--- src/rtl/axis_boxcar_decim_mc.sv ---
// rtl/axis_boxcar_decim_mc.sv - multi-channel integrate-and-dump decimator with scale, saturate and EOB flush
// Sums D beats per I/Q component, shifts and clamps on dump; the output register is the only storage.
module axis_boxcar_decim_mc #(
    parameter int NUM_CH    = 2,
    parameter int SAMP_W    = 16,
    parameter int MAX_DECIM = 255,
    parameter int DECIM_W   = 8,
    parameter int SHIFT_W   = 4,
    parameter int ACC_W     = SAMP_W + $clog2(MAX_DECIM + 1)
) (
    input  logic                         ce_clk,
    input  logic                         ce_rst_n,
    input  logic [DECIM_W-1:0]           cfg_decim,
    input  logic [SHIFT_W-1:0]           cfg_shift,
    input  logic                         cfg_drop_partial,
    input  logic                         cfg_clear_stat,
    input  logic [NUM_CH*2*SAMP_W-1:0]   s_axis_tdata,
    input  logic                         s_axis_tlast,
    input  logic                         s_axis_tvalid,
    output logic                         s_axis_tready,
    output logic [NUM_CH*2*SAMP_W-1:0]   m_axis_tdata,
    output logic                         m_axis_tlast,
    output logic                         m_axis_tvalid,
    input  logic                         m_axis_tready,
    output logic                         stat_sat
);

    localparam int NC = 2 * NUM_CH;
    localparam int TW = NC * SAMP_W;

    typedef enum logic {IDLE, ACCUM} state_t;

    state_t                     state_q, state_d;
    logic [DECIM_W-1:0]         d_l_q, d_l_d;
    logic [SHIFT_W-1:0]         shift_l_q, shift_l_d;
    logic [DECIM_W-1:0]         count_q, count_d;
    logic [NC-1:0][ACC_W-1:0]   acc_q, acc_d;
    logic [TW-1:0]              m_tdata_q, m_tdata_d;
    logic                       m_tlast_q, m_tlast_d;
    logic                       m_tvalid_q, m_tvalid_d;
    logic                       stat_q, stat_d;
    logic                       rdy_q;

    logic                       accept;
    logic [DECIM_W-1:0]         eff_d;
    logic [SHIFT_W-1:0]         eff_shift;
    logic [DECIM_W-1:0]         cnt_inc;
    logic                       full, dump, drop_eob, sat_any;
    logic [NC-1:0][ACC_W-1:0]   sum;
    logic [TW-1:0]              scaled;
    logic [SAMP_W:0]            res;

    // Returns {clamped, value}: arithmetic shift then clamp to the SAMP_W signed range.
    function automatic logic [SAMP_W:0] scale_sat(input logic [ACC_W-1:0] a,
                                                  input logic [SHIFT_W-1:0] sh);
        logic signed [ACC_W-1:0] s;
        s = $signed(a) >>> sh;
        if ((&s[ACC_W-1:SAMP_W-1]) || !(|s[ACC_W-1:SAMP_W-1]))
            return {1'b0, s[SAMP_W-1:0]};
        else if (s[ACC_W-1])
            return {1'b1, 1'b1, {(SAMP_W-1){1'b0}}};
        else
            return {1'b1, 1'b0, {(SAMP_W-1){1'b1}}};
    endfunction

    assign s_axis_tready = rdy_q && (!m_tvalid_q || m_axis_tready);
    assign m_axis_tdata  = m_tdata_q;
    assign m_axis_tlast  = m_tlast_q;
    assign m_axis_tvalid = m_tvalid_q;
    assign stat_sat      = stat_q;

    always_comb begin
        state_d    = state_q;
        d_l_d      = d_l_q;
        shift_l_d  = shift_l_q;
        count_d    = count_q;
        acc_d      = acc_q;
        m_tdata_d  = m_tdata_q;
        m_tlast_d  = m_tlast_q;
        m_tvalid_d = m_tvalid_q;
        sat_any    = 1'b0;
        scaled     = '0;
        res        = '0;
        sum        = '0;

        accept    = s_axis_tvalid && s_axis_tready;
        // Config is only sampled on the first beat of a burst.
        eff_d     = (state_q == IDLE) ? ((cfg_decim == '0) ? DECIM_W'(1) : cfg_decim) : d_l_q;
        eff_shift = (state_q == IDLE) ? cfg_shift : shift_l_q;
        cnt_inc   = count_q + DECIM_W'(1);
        full      = (cnt_inc == eff_d);
        dump      = full || s_axis_tlast;
        drop_eob  = s_axis_tlast && !full && cfg_drop_partial;

        for (int k = 0; k < NC; k++) begin
            sum[k] = {{(ACC_W-SAMP_W){s_axis_tdata[k*SAMP_W+SAMP_W-1]}},
                      s_axis_tdata[k*SAMP_W +: SAMP_W]};
            if (count_q != '0)
                sum[k] = acc_q[k] + sum[k];
            res = scale_sat(sum[k], eff_shift);
            scaled[k*SAMP_W +: SAMP_W] = res[SAMP_W-1:0];
            sat_any = sat_any | res[SAMP_W];
        end

        if (m_axis_tready)
            m_tvalid_d = 1'b0;

        if (accept) begin
            if (state_q == IDLE) begin
                d_l_d     = eff_d;
                shift_l_d = eff_shift;
            end
            state_d = s_axis_tlast ? IDLE : ACCUM;
            if (dump) begin
                count_d    = '0;
                m_tvalid_d = 1'b1;
                m_tlast_d  = s_axis_tlast;
                m_tdata_d  = drop_eob ? '0 : scaled;
            end else begin
                count_d = cnt_inc;
                acc_d   = sum;
            end
        end

        stat_d = (cfg_clear_stat ? 1'b0 : stat_q) | (accept && dump && !drop_eob && sat_any);
    end

    always_ff @(posedge ce_clk or negedge ce_rst_n) begin
        if (!ce_rst_n) begin
            state_q    <= IDLE;
            d_l_q      <= DECIM_W'(1);
            shift_l_q  <= '0;
            count_q    <= '0;
            acc_q      <= '0;
            m_tdata_q  <= '0;
            m_tlast_q  <= 1'b0;
            m_tvalid_q <= 1'b0;
            stat_q     <= 1'b0;
            rdy_q      <= 1'b0;
        end else begin
            state_q    <= state_d;
            d_l_q      <= d_l_d;
            shift_l_q  <= shift_l_d;
            count_q    <= count_d;
            acc_q      <= acc_d;
            m_tdata_q  <= m_tdata_d;
            m_tlast_q  <= m_tlast_d;
            m_tvalid_q <= m_tvalid_d;
            stat_q     <= stat_d;
            rdy_q      <= 1'b1;
        end
    end

endmodule
--- config.mk ---
export PLATFORM = sky130hd
export DESIGN_NAME = axis_boxcar_decim_mc
export DESIGN_NICKNAME = d
export VERILOG_FILES = /design/src/rtl/axis_boxcar_decim_mc.sv
export SDC_FILE = /design/constraint.sdc
export NUM_CORES = 1
export LEC_CHECK = 0
export CORE_ASPECT_RATIO = 0.75
export CORE_MARGIN = 2
export CORE_UTILIZATION = 45
export DETAILED_ROUTE_END_ITERATION = 6
export MAX_ROUTING_LAYER = met4
export SLEW_MARGIN = 30
export SYNTH_ARGS = -nofsm -noshare
export SYNTH_HDL_FRONTEND = slang
export SYNTH_SLANG_ARGS = --single-unit
export TNS_END_PERCENT = 10
--- constraint.sdc ---
create_clock -name ce_clk -period 6.8 [get_ports ce_clk]
set_clock_uncertainty 0.1 [all_clocks]
set_input_delay 0.68 -clock ce_clk [delete_from_list [all_inputs] [get_ports ce_clk]]
set_output_delay 0.68 -clock ce_clk [all_outputs]
set_load 0.03 [all_outputs]
== Word level (Yosys, flattened, before mapping) ==
Index checks and enable logic that the tools add are counted.
Storage, ports and cells
  register bits after elaboration: 185
  output and inout bits: 68
  input bits: 83
Cells by class
  bitwise gates (word level): 6
  reduce and logical (&&, ||, !) cells: 33
  equal/unequal tests: 1
  mux-type cells: 22
  shifts and indexed selects: 4
  add/sub/neg operators: 5
Operator list (number)
  24-bit adder: 4
  24-bit two-way mux: 4
  24-bit by 4-bit >>> shifter with 24-bit output: 4
  17-bit two-way mux: 4
  16-bit two-way mux: 4
  64-bit two-way mux: 1
  9-bit AND reduction: 4
  9-bit OR reduction: 4
  8-bit two-way mux: 3
  8-bit by 1-bit adder with 8-bit output (second input constant): 1
  8-bit equality test: 1
  8-bit logical NOT: 1
  8-bit nonzero test: 1
  1-bit logical AND: 7
  1-bit logical NOT: 7
  1-bit logical OR: 6
  2-bit AND reduction: 3
  1-bit two-way mux: 5
  4-bit two-way mux: 1
  1-bit bitwise OR: 4
  1-bit inverter: 2

== Logic depth before layout (Yosys ltp) ==
Gate-level depths: netlist (run 1).
  word-level depth: 12
  mapped depth: 18
  gate-level depth less buffers: 16

== Least setup slack after synthesis (run 1) ==
No wires, ideal clock.
  path kind: input-to-reg
  start: input port s_axis_tdata[20]
  end: register m_tdata_q[29] (netlist: m_axis_tdata[29])
  required time: 6578 ps
  data arrival time: 4040 ps
  slack: 2538 ps
  buffers on the path: 1
  cell stages on the path: 15
  cells stage by stage: ha_1 a21o_1 a31oi_1 a211oi_1 or3_1 o31a_1 xnor2_2 a221oi_2 mux2i_1 nor4_1 nand4b_1 o22ai_2 buf_4 nand3_1 a32o_1
On the way
  cells in the longest elaborated chain, start to end: 8
  elaborated cells on any way between the ends: 10
Ends and longest elaborated chain
  from (decl): RTL line 17  | input logic [NUM_CH*2*SAMP_W-1:0] s_axis_tdata,
  24-bit adder: RTL line 99  | sum[k] = acc_q[k] + sum[k];
  24-bit two-way mux *: RTL line 98  | if (count_q != '0)
  24-bit by 4-bit >>> shifter with 24-bit output *: RTL line 57  | s = $signed(a) >>> sh;
  9-bit OR reduction: RTL line 58  | if ((&s[ACC_W-1:SAMP_W-1]) || !(|s[ACC_W-1:SAMP_W-1]))
  1-bit logical NOT: RTL line 58
  1-bit logical OR: RTL line 58
  17-bit two-way mux *: RTL line 58
  64-bit two-way mux *: RTL line 118  | m_tdata_d = drop_eob ? '0 : scaled;
  to (signal assigned): RTL line 146  | m_tdata_q <= m_tdata_d;
  to (decl): RTL line 38  | logic [TW-1:0] m_tdata_q, m_tdata_d;
Mark *: on every way between the ends. The rest lies on a longest branch, timed or not.
A chain may end at the register's enable or synchronous reset.

== Worst setup path in the final report (run 1) ==
  start: input port s_axis_tdata[15]
  end: register m_tdata_q[8] (netlist: m_axis_tdata[8])
Same word-level chain as after synthesis.

==> impl_metrics.prom, run 1 <==
# TYPE chip_impl_metric gauge
chip_impl_info{name="outcome",value="finished, final reports clean"} 1
chip_impl_metric{name="place_worst_setup_slack",unit="ns"} 0.9482
chip_impl_info{name="timing.critical_path.slowest_stage_cell",value="clkdlybuf4s50_1"} 1
chip_impl_metric{name="grt_antenna_before_repair",unit=""} 0
chip_impl_metric{name="vdd_ir_drop_max",unit="mV"} 0.2325
chip_impl_metric{name="num_antenna_cells",unit=""} 0
chip_impl_metric{name="first_pass_grt_wire_length",unit="mm"} 100.8
chip_impl_metric{name="internal-power",unit="uW"} 4760
chip_impl_metric{name="synth-adder-area-share",unit=""} 0.06905
chip_impl_metric{name="netlist-cell-type-count",unit=""} 98
chip_impl_metric{name="worst-path-max-fanout",unit=""} 13
chip_impl_metric{name="ratio_of_cells_with_drive_above_1_in_the_final_layout",unit=""} 0.05537
chip_impl_metric{name="timing_worst_slew_pin_value",unit="ns"} 0.9132
chip_impl_metric{name="buffer_ports.inserted",unit=""} 150
chip_impl_metric{name="synth_simple_gate_area_frac",unit=""} 0.2203
chip_impl_metric{name="worst_slack",unit="ns"} 1.275
chip_impl_metric{name="floorplan.core_area",unit="um^2"} 39730
chip_impl_metric{name="nNetsFinal",unit=""} 2624
chip_impl_metric{name="part_of_the_total_power_dissipated_in_the_clock_network",unit=""} 0.104
chip_impl_info{name="crit_type",value="in -> reg"} 1
chip_impl_metric{name="post-cts-setup-buffer-count",unit=""} 0
chip_impl_metric{name="report.final.hold_viol_count",unit=""} 0
chip_impl_metric{name="fmaxAchievable",unit="MHz"} 181.0
chip_impl_metric{name="drt_drc_violations_left",unit=""} 0
chip_impl_metric{name="synth-edff-count",unit=""} 0
chip_impl_info{name="ctsRootBufferMaster",value="clkbuf_16"} 1
chip_impl_metric{name="cts.htree.levels",unit=""} 4
chip_impl_metric{name="power.combinational.fraction",unit=""} 0.713
chip_impl_metric{name="number_of_gates_given_a_new_drive_strength_after_cts",unit=""} 0
chip_impl_metric{name="number_of_global_route_vias_before_repair",unit=""} 17170
chip_impl_metric{name="timing.max_slew.rel_slack",unit=""} 0.3897
chip_impl_info{name="critical_path.most_common_cell",value="a21oi_1"} 1
chip_impl_info{name="tritoncts_clock_tree",value="done"} 1
chip_impl_metric{name="floorplan.die.width",unit="um"} 236.2
chip_impl_metric{name="synth_compound_gate_area_share",unit=""} 0.3010
chip_impl_metric{name="netlist.area_leader.share",unit=""} 0.2531
chip_impl_metric{name="detailed_route_vias_per_instance",unit=""} 6.296
chip_impl_metric{name="detailed_place_hpwl",unit="mm"} 48.76
chip_impl_metric{name="clkLatencyLatePin",unit="ns"} 0.48
chip_impl_metric{name="req_time_crit_path",unit="ns"} 7.12
chip_impl_info{name="critical_path.startpoint",value="s_axis_tdata[15]"} 1
chip_impl_info{name="holdCritPathClass",value="in -> async"} 1
chip_impl_metric{name="fin_crit",unit="ns"} 5.525
chip_impl_metric{name="seq_power_share",unit=""} 0.183
chip_impl_metric{name="synth_cells",unit=""} 2416
chip_impl_info{name="setup_repair_after_global_routing_missed_its_margin",value="no"} 1
chip_impl_metric{name="top_level_ports",unit=""} 151
chip_impl_metric{name="synthXorXnorAreaFrac",unit=""} 0.03989
chip_impl_metric{name="post-route-period-util",unit=""} 0.8126
chip_impl_info{name="critical_path.cell_chain",value="clkdlybuf4s50_1, ha_1, a21oi_1, o21ai_0, a21oi_1, a21boi_0, xnor2_1, o221ai_1, o221a_2, nand2_1, and3_1, a31oi_4, nor2_4, a2111oi_0, a21o_1"} 1
chip_impl_metric{name="wirelength",unit="mm"} 65.51
chip_impl_metric{name="final-max-slew-violation-count",unit=""} 0
chip_impl_metric{name="synthesis.area_per_instance",unit="um^2"} 7.530
chip_impl_metric{name="fillers",unit=""} 3944
chip_impl_metric{name="dr.first_iter.drc_count",unit=""} 2047
chip_impl_metric{name="final_antenna_net_count",unit=""} 0
chip_impl_metric{name="p_leak",unit="uW"} 0.008681
chip_impl_metric{name="p_switching",unit="uW"} 5589
chip_impl_metric{name="synth_fp_nets",unit=""} 2597
chip_impl_metric{name="layout-area-overhead-vs-synth",unit="%"} 12.85
chip_impl_metric{name="crit_path_dat",unit="ns"} 5.84
chip_impl_metric{name="globalRoute.totalOverflow",unit=""} 0
chip_impl_metric{name="final.hold.worst_slack",unit="ns"} 0.1439
chip_impl_metric{name="final_number_of_setup_violating_endpoints",unit=""} 0
chip_impl_metric{name="cts_buffer_depth",unit=""} 2
chip_impl_metric{name="chipHeight",unit="um"} 178.1
chip_impl_metric{name="timing.critical_path.slowest_cell_delay",unit="ns"} 0.75
chip_impl_metric{name="synth.cell_area",unit="um^2"} 18190
chip_impl_metric{name="clk_pin_slew",unit="ns"} 0.08
chip_impl_info{name="cell_accounting_for_the_most_synthesized_area",value="dfrtp_1"} 1
chip_impl_info{name="critical_path.reg2reg.startpoint",value="count_q[0]$_DFFE_PN0P_"} 1
chip_impl_metric{name="synth_seq_cells",unit=""} 185
chip_impl_info{name="synthTopCellsByCount",value="nand2_1 (447), o21ai_0 (235), a21oi_1 (190), dfrtp_1 (184), nor2_1 (165)"} 1
chip_impl_metric{name="cts_buffers",unit=""} 17
chip_impl_metric{name="async_flop_share",unit=""} 1.000
chip_impl_info{name="combinational_family_with_the_most_area_after_synthesis",value="compound AO/OA/AOI/OAI gates"} 1
chip_impl_metric{name="gp_routability_congestion",unit=""} 0.9108
chip_impl_metric{name="floorplan.initialDensity",unit=""} 0.4579
chip_impl_metric{name="swShare",unit=""} 0.5401
chip_impl_metric{name="cts_sinks",unit=""} 185
chip_impl_metric{name="ys_warn_count",unit=""} 0
chip_impl_metric{name="gr-usage-all-layers",unit=""} 0.3158
chip_impl_metric{name="largest_net_degree_at_the_start_of_global_routing",unit=""} 97
chip_impl_metric{name="totalNegativeSetupSlack",unit="ns"} 0
chip_impl_metric{name="design.die.area",unit="um^2"} 42070
chip_impl_metric{name="cap_viol_max_count",unit=""} 0
chip_impl_metric{name="firstDrtPassIters",unit=""} 6
chip_impl_info{name="ranking_of_synthesized_cells_by_area",value="dfrtp_1 (25%), nand2_1 (9.2%), ha_1 (6.5%)"} 1
chip_impl_metric{name="synth_seq_area_share",unit=""} 0.2545
chip_impl_metric{name="design_power_total",unit="uW"} 10350
chip_impl_metric{name="power_density",unit="nW/um^2"} 504.1
chip_impl_metric{name="row_count",unit=""} 63
chip_impl_info{name="yosys.cell_count.top_type",value="nand2_1"} 1
chip_impl_metric{name="vias",unit=""} 18740
chip_impl_metric{name="fraction_of_synthesized_area_in_multiplexers",unit=""} 0.06809
chip_impl_info{name="critPathCaptureType",value="flop"} 1
chip_impl_info{name="synth_ff_type",value="dfrtp_1"} 1
chip_impl_info{name="critPathLaunchType",value="input pin"} 1
chip_impl_metric{name="routedWlPerCell",unit="um"} 22.01
chip_impl_metric{name="postCtsHoldBufs",unit=""} 0
-- registers in the layout, indices dropped and copies added (netlist names), 4 cells and up --
register / flops
acc_q: 96
m_axis_tdata: 64
count_q: 8
d_l_q: 8
shift_l_q: 4
-- layer usage --
layer  wire length, um  share of wire  GRT usage  up-vias
met5                 0              0          -        -
li1                  -              -          -     8960
met4              1880          0.029     0.1005        0
met2             28290           0.43     0.4664      653
met1             31370           0.48     0.4501     9026
met3              3971          0.061    0.03760       99
-- cell usage in the layout (no fill, tap or decap), drive strengths merged, types with 36 or more instances in the layout --
cell and count:
a32o 42, a21oi 192, inv 38, xor2 40, o211ai 61, mux2i 93
o21ai 247, clkdlybuf4s50 149, ha 94, dfrtp 184, xnor2 42, nand2 447
nor2 169, nor3 36, nand3 65
-- worst paths after layout --
kind | to | slack, ns | cells past startpoint
max | m_axis_tdata[8]$_DFFE_PN0P_ | 1.27 | 15
min | acc_q[14]$_DFFE_PN0P_ | 0.14 | 1
max reg2reg | m_axis_tdata[8]$_DFFE_PN0P_ | 1.41 | 15
min reg2reg | m_axis_tdata[49]$_DFFE_PN0P_ | 0.38 | 1
max in group asynchronous | acc_q[92]$_DFFE_PN0P_ | 5.37 | 2
min in group ce_clk | m_axis_tdata[49]$_DFFE_PN0P_ | 0.38 | 1
-- kinds of logic after synthesis --
group | Yosys count
fa+ha+maj | 98
compound gates | 830
mux | 120
flops | 185
simple gates | 894
other cells | 1
buf+inv | 206
xor+xnor | 82
-- power by group through the flow --
stage / combinational, uW / sequential [uW] / clock (uW)
2_1_floorplan: 4910 / 2070 / 0
3_3_place_gp: 7180 / 1900 / 0
3_5_place_dp: 7220 / 1910 / 0
4_1_cts: 7250 / 1890 / 1090
5_1_grt: 8040 / 1940 / 1130
6_report: 7380 / 1890 / 1080
-- cell type report --
type / count / area, um^2 / share of cell area
Multi-Input combinational cell: 2025 / 12780 / 0.6225
Sequential cell: 185 / 4631 / 0.2255
Timing Repair Buffer: 178 / 1740 / 0.08477
Tap cell: 520 / 650.6 / 0.03169
Clock buffer: 23 / 478.0 / 0.02328
Inverter: 36 / 135.1 / 0.006582
Clock inverter: 9 / 116.4 / 0.005668
-- worst max-delay path: cells and delay by family --
kind / cells / cell delay, ns
compound gates: 9 / 3.13
xor+xnor: 1 / 0.21
simple gates: 3 / 0.40
fa+ha+maj: 1 / 0.63
buf+inv: 1 / 0.75
-- per-stage QoR --
| stage | cell area (um^2) | utilization | instances |
|---|---|---|---|
| 6_report | 20530 | 0.5168 | 2976 |
| 5_1_grt | 20530 | 0.5168 | 2976 |
| 4_1_cts | 20530 | 0.5168 | 2976 |
| 3_5_place_dp | 19940 | 0.5018 | 2944 |
| 3_3_place_gp | 19930 | 0.5017 | 2944 |
| 2_1_floorplan | 18190 | - | 2416 |
Note: power is estimated with default switching activity, not from simulation.
==> inputs of run 2 (changes only) <==
- PLACE_DENSITY: default -> 0.67
- clock period: 6.8 -> 4.45 ns (I/O delays scaled with it)
==> run 2 against run 1 <==
  * Die area unchanged
  * Sequential share of layout area down 3.0 points
  * Design area up 15%
  * Utilization up 8.0 points
==> impl_metrics.prom, run 2 (same netlist as run 1, synthesis figures left out) <==
# TYPE chip_impl_metric gauge
chip_impl_metric{name="floorplan.core_area",unit="um^2"} 39730
chip_impl_info{name="holdCritPathClass",value="reg -> reg"} 1
chip_impl_metric{name="detailed_place_hpwl",unit="mm"} 52.64
chip_impl_metric{name="drt_drc_violations_left",unit=""} 0
chip_impl_info{name="min-delay-start",value="acc_q[22]$_DFFE_PN0P_"} 1
chip_impl_info{name="crit_type",value="in -> reg"} 1
chip_impl_metric{name="routedWlPerCell",unit="um"} 20.41
chip_impl_metric{name="fmaxAchievable",unit="MHz"} 231.3
chip_impl_metric{name="crit_path_dat",unit="ns"} 4.58
chip_impl_metric{name="nNetsFinal",unit=""} 2995
chip_impl_metric{name="final-max-slew-violation-count",unit=""} 0
chip_impl_metric{name="fillers",unit=""} 3650
chip_impl_metric{name="row_count",unit=""} 63
chip_impl_metric{name="report.final.hold_viol_count",unit=""} 0
chip_impl_metric{name="chipHeight",unit="um"} 178.1
chip_impl_metric{name="timing.max_slew.rel_slack",unit=""} 0.4274
chip_impl_info{name="critical_path.reg2reg.startpoint",value="count_q[1]$_DFFE_PN0P_"} 1
chip_impl_metric{name="post-route-period-util",unit=""} 0.9715
chip_impl_info{name="tritoncts_clock_tree",value="done"} 1
chip_impl_metric{name="worst-path-max-fanout",unit=""} 12
chip_impl_metric{name="num_antenna_cells",unit=""} 0
chip_impl_metric{name="final_design_area_no_fill",unit="um^2"} 23700
chip_impl_metric{name="top_level_ports",unit=""} 151
chip_impl_metric{name="final_number_of_setup_violating_endpoints",unit=""} 0
chip_impl_info{name="ctsRootBufferMaster",value="clkbuf_16"} 1
chip_impl_metric{name="req_time_crit_path",unit="ns"} 4.71
chip_impl_info{name="setup_repair_after_global_routing_missed_its_margin",value="yes"} 1
chip_impl_info{name="largest_register",value="acc_q"} 1
chip_impl_info{name="critical_path.cell_chain",value="clkdlybuf4s50_1, ha_1, inv_1, fa_1, nand2b_1, a21o_1, a211oi_1, buf_4, o211a_1, o21ai_0, a31oi_1, nor2_1, a21oi_1, a31oi_1, nor4b_1, o21bai_4, buf_12, nand3_1, a32o_1"} 1
chip_impl_metric{name="cts.htree.levels",unit=""} 4
chip_impl_metric{name="clk_pin_slew",unit="ns"} 0.08
chip_impl_metric{name="number_of_global_route_vias_before_repair",unit=""} 19900
chip_impl_info{name="critical_path.startpoint",value="s_axis_tdata[32]"} 1
chip_impl_metric{name="p_switching",unit="uW"} 9268
chip_impl_metric{name="dr.first_iter.drc_count",unit=""} 1759
chip_impl_metric{name="fin_crit",unit="ns"} 4.323
chip_impl_metric{name="internal-power",unit="uW"} 9107
chip_impl_info{name="timing.critical_path.slowest_stage_cell",value="clkdlybuf4s50_1"} 1
chip_impl_metric{name="power_density",unit="nW/um^2"} 775.4
chip_impl_metric{name="design.die.area",unit="um^2"} 42070
chip_impl_info{name="critical_path.most_common_cell",value="a31oi_1"} 1
chip_impl_metric{name="timing.critical_path.slowest_cell_delay",unit="ns"} 0.53
chip_impl_metric{name="floorplan.die.width",unit="um"} 236.2
chip_impl_metric{name="gr-usage-all-layers",unit=""} 0.3312
chip_impl_metric{name="cap_viol_max_count",unit=""} 0
chip_impl_info{name="leading_cell_type_in_the_layout_fill_and_taps_excluded",value="nand2_1"} 1
chip_impl_metric{name="p_leak",unit="uW"} 0.01056
chip_impl_metric{name="cts_sinks",unit=""} 185
chip_impl_metric{name="part_of_the_total_power_dissipated_in_the_clock_network",unit=""} 0.090
chip_impl_metric{name="clkLatencyLatePin",unit="ns"} 0.48
chip_impl_metric{name="seq_power_share",unit=""} 0.154
chip_impl_metric{name="grt_antenna_before_repair",unit=""} 0
chip_impl_metric{name="firstDrtPassIters",unit=""} 5
chip_impl_metric{name="layout-area-overhead-vs-synth",unit="%"} 30.26
chip_impl_info{name="outcome",value="finished, final reports clean"} 1
chip_impl_info{name="critPathLaunchType",value="input pin"} 1
chip_impl_metric{name="power.combinational.fraction",unit=""} 0.756
chip_impl_metric{name="detailed_route_vias_per_instance",unit=""} 6.168
chip_impl_metric{name="final_antenna_net_count",unit=""} 0
chip_impl_metric{name="vias",unit=""} 20640
chip_impl_metric{name="gp_routability_congestion",unit=""} 0.9888
chip_impl_metric{name="placedInstanceArea",unit="um^2"} 22800
chip_impl_metric{name="cts_buffer_depth",unit=""} 2
chip_impl_metric{name="finished_layout_cells",unit=""} 3347
chip_impl_metric{name="timing_worst_slew_pin_value",unit="ns"} 0.8409
chip_impl_info{name="layout.cells.most_common_list",value="nand2_1 (446), buf_4 (386), o21ai_0 (230), dfrtp_1 (184), a21oi_1 (183)"} 1
chip_impl_metric{name="globalRoute.totalOverflow",unit=""} 0
chip_impl_metric{name="first_pass_grt_wire_length",unit="mm"} 107.9
chip_impl_metric{name="largest_net_degree_at_the_start_of_global_routing",unit=""} 86
chip_impl_metric{name="swShare",unit=""} 0.5044
chip_impl_metric{name="vdd_ir_drop_max",unit="mV"} 0.3998
chip_impl_info{name="critPathCaptureType",value="flop"} 1
chip_impl_metric{name="totalNegativeSetupSlack",unit="ns"} 0
chip_impl_metric{name="floorplan.initialDensity",unit=""} 0.4579
chip_impl_metric{name="wirelength",unit="mm"} 68.31
chip_impl_metric{name="cts_buffers",unit=""} 17
chip_impl_metric{name="largest_register_ff_count",unit=""} 96
chip_impl_metric{name="place.detailed.instances",unit=""} 3312
chip_impl_info{name="critical_path.top_delay_family",value="compound AO/OA/AOI/OAI gates"} 1
chip_impl_metric{name="buffer_ports.inserted",unit=""} 150
chip_impl_metric{name="ratio_of_cells_with_drive_above_1_in_the_final_layout",unit=""} 0.1938
chip_impl_metric{name="critical_path_buf_inv_count",unit=""} 4
-- run 2: changes by cell type in the layout (fill, tap and decap cells not counted), sizes merged --
cell / delta
clkinvlp: -3
dlygate4sd3: +1
clkbuf: -6
clkinv: +9
inv: +2
bufinv: -2
buf: +370
-- run 2: cell type report --
| cell class | count | area [um^2] | area share |
|---|---|---|---|
| Multi-Input combinational cell | 2025 | 13020 | 0.5493 |
| Timing Repair Buffer | 549 | 4636 | 0.1956 |
| Sequential cell | 185 | 4631 | 0.1954 |
| Tap cell | 520 | 650.6 | 0.02746 |
| Clock buffer | 17 | 425.4 | 0.01795 |
| Clock inverter | 15 | 202.7 | 0.008553 |
| Inverter | 36 | 135.1 | 0.005702 |
-- run 2: power groups by stage --
| stage | Sequential [uW] | Combinational, uW | Clock [uW] |
|---|---|---|---|
| after floorplan | 3170 | 7510 | 0 |
| after global placement | 2830 | 13200 | 0 |
| after detailed placement | 2850 | 13400 | 0 |
| after CTS | 2830 | 13400 | 1670 |
| after global routing | 2910 | 15000 | 1730 |
| final | 2840 | 13900 | 1650 |
-- run 2: what timing repair did --
item	4_1_cts	5_1_grt
gates resized for setup	0	55
setup buffers	0	2
hold endpoints to repair	65	0
endpoints found under the setup margin	0	61
hold buffers	1	0
-- run 2: final timing paths --
path	end	depth (start not counted)	slack, ns
max in group asynchronous	acc_q[42]$_DFFE_PN0P_	3	2.81
min in group asynchronous	acc_q[13]$_DFFE_PN0P_	2	0.46
worst min-delay path	acc_q[22]$_DFFE_PN0P_	2	0.39
worst min register to register	acc_q[22]$_DFFE_PN0P_	2	0.39
worst max register to register	m_axis_tdata[37]$_DFFE_PN0P_	15	0.17
worst max-delay path	m_axis_tdata[37]$_DFFE_PN0P_	19	0.13
-- run 2: through the flow --
| stage | util | hold slack, ns | worst slack [ns] | power (uW) |
|---|---|---|---|---|
| after CTS | 0.5899 | 0.3916 | 0.006430 | 17940 |
| after detailed placement | 0.5738 | 0.3714 | -0.4696 | 16210 |
| after global routing | 0.5965 | 0.4018 | -0.03913 | 19660 |
| after floorplan | - | 0.04941 | 0.4230 | 10670 |
| after global placement | 0.5738 | 0.3611 | -0.4262 | 16010 |
| final | 0.5965 | 0.3854 | 0.1270 | 18380 |
-- run 2: worst reg2reg max path: stages (launching register included) --
cell      delay (ns)
dfrtp_1         0.43
inv_1           0.10
ha_1            0.15
or4b_4          0.55
or2_4           0.44
buf_4           0.30
a311oi_2        0.29
o211ai_2        0.18
o32ai_2         0.35
o21ai_1         0.15
nor4_2          0.23
nand2_1         0.13
o21bai_4        0.21
buf_12          0.16
nand3_1         0.10
a32o_1          0.31
-- run 2: per-layer routing --
layer,wire length [um],global-route usage,vias up
li1,-,-,9697
met1,29980,0.4209,10020
met2,32030,0.5488,784
met3,3893,0.04054,147
met4,2411,0.1150,0
met5,0,-,-
==> inputs of run 3 (changes only) <==
- TNS_END_PERCENT: 10 -> default
==> run 3 against run 2 <==
  * Non-clock buffer count grew 1
  * Die area is the same
  * Hold slack hardly changed
  * Critical path depth down 1
  * Final cell count is essentially flat
  * Combinational power is essentially flat
  * Critical endpoint unchanged
==> impl_metrics.prom, run 3 (same netlist as run 1, synthesis figures left out) <==
# TYPE chip_impl_metric gauge
chip_impl_metric{name="final_util",unit=""} 0.5980
chip_impl_metric{name="layout-area-overhead-vs-synth",unit="%"} 30.58
chip_impl_metric{name="seq_power_share",unit=""} 0.154
chip_impl_metric{name="design.die.area",unit="um^2"} 42070
chip_impl_info{name="critical_path.top_delay_family",value="compound AO/OA/AOI/OAI gates"} 1
chip_impl_metric{name="p_switching",unit="uW"} 9285
chip_impl_metric{name="detailed_place_hpwl",unit="mm"} 52.64
chip_impl_metric{name="timing_worst_slew_pin_value",unit="ns"} 0.8328
chip_impl_metric{name="floorplan.die.width",unit="um"} 236.2
chip_impl_metric{name="wirelength",unit="mm"} 68.36
chip_impl_metric{name="routedWlPerCell",unit="um"} 20.42
chip_impl_metric{name="grt_antenna_before_repair",unit=""} 0
chip_impl_metric{name="fmaxAchievable",unit="MHz"} 230.1
chip_impl_metric{name="place.detailed.instances",unit=""} 3312
chip_impl_metric{name="post-route-period-util",unit=""} 0.9768
chip_impl_metric{name="timing.critical_path.slowest_cell_delay",unit="ns"} 0.54
chip_impl_info{name="holdCritPathClass",value="reg -> reg"} 1
chip_impl_metric{name="internal-power",unit="uW"} 9130
chip_impl_info{name="critical_path.reg2reg.startpoint",value="count_q[1]$_DFFE_PN0P_"} 1
chip_impl_info{name="critical_path.startpoint",value="s_axis_tdata[32]"} 1
chip_impl_metric{name="timing.max_slew.rel_slack",unit=""} 0.4329
chip_impl_metric{name="worst-path-max-fanout",unit=""} 12
chip_impl_info{name="crit_type",value="in -> reg"} 1
chip_impl_metric{name="totalNegativeSetupSlack",unit="ns"} 0
chip_impl_metric{name="floorplan.initialDensity",unit=""} 0.4579
chip_impl_metric{name="first_pass_grt_wire_length",unit="mm"} 107.9
chip_impl_metric{name="power_density",unit="nW/um^2"} 775.1
chip_impl_metric{name="globalRoute.totalOverflow",unit=""} 0
chip_impl_metric{name="multi_input_comb_area",unit="um^2"} 13070
chip_impl_metric{name="floorplan.core_area",unit="um^2"} 39730
chip_impl_metric{name="final-max-slew-violation-count",unit=""} 0
chip_impl_metric{name="power.combinational.fraction",unit=""} 0.756
chip_impl_info{name="min-delay-start",value="m_axis_tdata[61]$_DFFE_PN0P_"} 1
chip_impl_info{name="tritoncts_clock_tree",value="done"} 1
chip_impl_metric{name="layout.area.seq",unit="um^2"} 4631
chip_impl_metric{name="cts_buffer_depth",unit=""} 2
chip_impl_metric{name="critical_path_buf_inv_count",unit=""} 3
chip_impl_metric{name="cap_viol_max_count",unit=""} 0
chip_impl_metric{name="final_number_of_setup_violating_endpoints",unit=""} 0
chip_impl_metric{name="crit_path_dat",unit="ns"} 4.61
chip_impl_metric{name="ratio_of_cells_with_drive_above_1_in_the_final_layout",unit=""} 0.1970
chip_impl_metric{name="gr-usage-all-layers",unit=""} 0.3312
chip_impl_metric{name="firstDrtPassIters",unit=""} 6
chip_impl_metric{name="nNetsFinal",unit=""} 2996
chip_impl_metric{name="clk_pin_slew",unit="ns"} 0.08
chip_impl_metric{name="final_design_area_no_fill",unit="um^2"} 23760
chip_impl_metric{name="cts_buffers",unit=""} 17
chip_impl_metric{name="clkLatencyLatePin",unit="ns"} 0.49
chip_impl_info{name="timing.critical_path.slowest_stage_cell",value="clkdlybuf4s50_1"} 1
chip_impl_metric{name="gp_routability_congestion",unit=""} 0.9888
chip_impl_metric{name="buffer_ports.inserted",unit=""} 150
chip_impl_metric{name="placedInstanceArea",unit="um^2"} 22800
chip_impl_metric{name="cts_sinks",unit=""} 185
chip_impl_metric{name="row_count",unit=""} 63
chip_impl_metric{name="top_level_ports",unit=""} 151
chip_impl_info{name="critical_path.cell_chain",value="clkdlybuf4s50_1, ha_1, inv_1, fa_1, nand2b_1, a21o_1, a21oi_1, o21ai_0, a211oi_2, nor2_1, o32a_1, o2bb2ai_2, nor4_2, nand2_1, o21bai_4, buf_12, nand3_1, a32o_2"} 1
chip_impl_info{name="critPathCaptureType",value="flop"} 1
chip_impl_metric{name="design_power_total",unit="uW"} 18410
chip_impl_metric{name="drt_drc_violations_left",unit=""} 0
chip_impl_info{name="outcome",value="finished, final reports clean"} 1
chip_impl_metric{name="fillers",unit=""} 3643
chip_impl_metric{name="dr.first_iter.drc_count",unit=""} 1760
chip_impl_metric{name="largest_net_degree_at_the_start_of_global_routing",unit=""} 86
chip_impl_metric{name="p_leak",unit="uW"} 0.01059
chip_impl_metric{name="part_of_the_total_power_dissipated_in_the_clock_network",unit=""} 0.090
chip_impl_metric{name="vias",unit=""} 20530
chip_impl_metric{name="finished_layout_cells",unit=""} 3348
chip_impl_metric{name="swShare",unit=""} 0.5042
chip_impl_metric{name="fin_crit",unit="ns"} 4.347
chip_impl_metric{name="req_time_crit_path",unit="ns"} 4.71
chip_impl_info{name="ctsRootBufferMaster",value="clkbuf_16"} 1
chip_impl_metric{name="chipHeight",unit="um"} 178.1
chip_impl_metric{name="final_antenna_net_count",unit=""} 0
chip_impl_metric{name="detailed_route_vias_per_instance",unit=""} 6.131
chip_impl_metric{name="reg2reg_slack",unit="ns"} 0.13
chip_impl_metric{name="cts.htree.levels",unit=""} 4
chip_impl_metric{name="number_of_global_route_vias_before_repair",unit=""} 19900
chip_impl_info{name="largest_register",value="acc_q"} 1
chip_impl_info{name="layout.cells.most_common_list",value="nand2_1 (446), buf_4 (387), o21ai_0 (230), dfrtp_1 (184), a21oi_1 (183)"} 1
chip_impl_info{name="critPathLaunchType",value="input pin"} 1
chip_impl_metric{name="report.final.hold_viol_count",unit=""} 0
chip_impl_metric{name="num_antenna_cells",unit=""} 0
chip_impl_info{name="leading_cell_type_in_the_layout_fill_and_taps_excluded",value="nand2_1"} 1
chip_impl_metric{name="vdd_ir_drop_max",unit="mV"} 0.4007
chip_impl_metric{name="largest_register_ff_count",unit=""} 96
[run 3: repair_timing]
| item | CTS | global route |
|---|---|---|
| gates resized for setup | 0 | 65 |
| setup endpoints to repair | 0 | 61 |
| hold buffers | 1 | 0 |
| endpoints found under the hold margin | 65 | 0 |
| setup buffers | 0 | 3 |
[run 3: cell type report]
class,instances,area share
multi-input cells,2025,0.5500
repair buffers,550,0.1956
flip-flops and latches,185,0.1949
well taps,520,0.02739
clock buffers,17,0.01791
clock inverters,15,0.008532
inverters,36,0.005688
[run 3: stage by stage]
stage / hold WS [ns] / worst slack, ns
3_3_place_gp: 0.3611 / -0.4262
3_5_place_dp: 0.3714 / -0.4696
5_1_grt: 0.4018 / -0.01965
2_1_floorplan: 0.04941 / 0.4230
6_report: 0.3856 / 0.1032
4_1_cts: 0.3916 / 0.006430
[run 3: routing by layer]
metal,part of all wire,vias up,track usage
li1,-,9710,-
met1,0.44,9927,0.4209
met2,0.47,756,0.5488
met3,0.061,133,0.04054
met4,0.035,0,0.1150
met5,0,-,-
[run 3: worst paths after layout]
check	to	depth (start not counted)
min reg2reg	m_axis_tdata[61]$_DFFE_PN0P_	1
min in group asynchronous	acc_q[13]$_DFFE_PN0P_	2
max	m_axis_tdata[37]$_DFFE_PN0P_	18
min	m_axis_tdata[61]$_DFFE_PN0P_	1
max reg2reg	m_axis_tdata[37]$_DFFE_PN0P_	15
max in group asynchronous	acc_q[42]$_DFFE_PN0P_	3
[run 3: worst reg2reg max path: cells and delay by family, from the launching register on]
| family | cells | cell delay, ns |
|---|---|---|
| AO/OA/AOI/OAI | 6 | 1.43 |
| AND/OR/NAND/NOR | 5 | 1.54 |
| flip-flops | 1 | 0.43 |
| adder cells (fa/ha/maj) | 1 | 0.15 |
| buffers and inverters | 3 | 0.55 |
[run 3: power by group through the flow]
stage	sequential [uW]	clock, uW	combinational (uW)
5_1_grt	2910	1730	15100
4_1_cts	2830	1670	13400
3_3_place_gp	2830	0	13200
6_report	2840	1650	13900
3_5_place_dp	2850	0	13400
2_1_floorplan	3170	0	7510
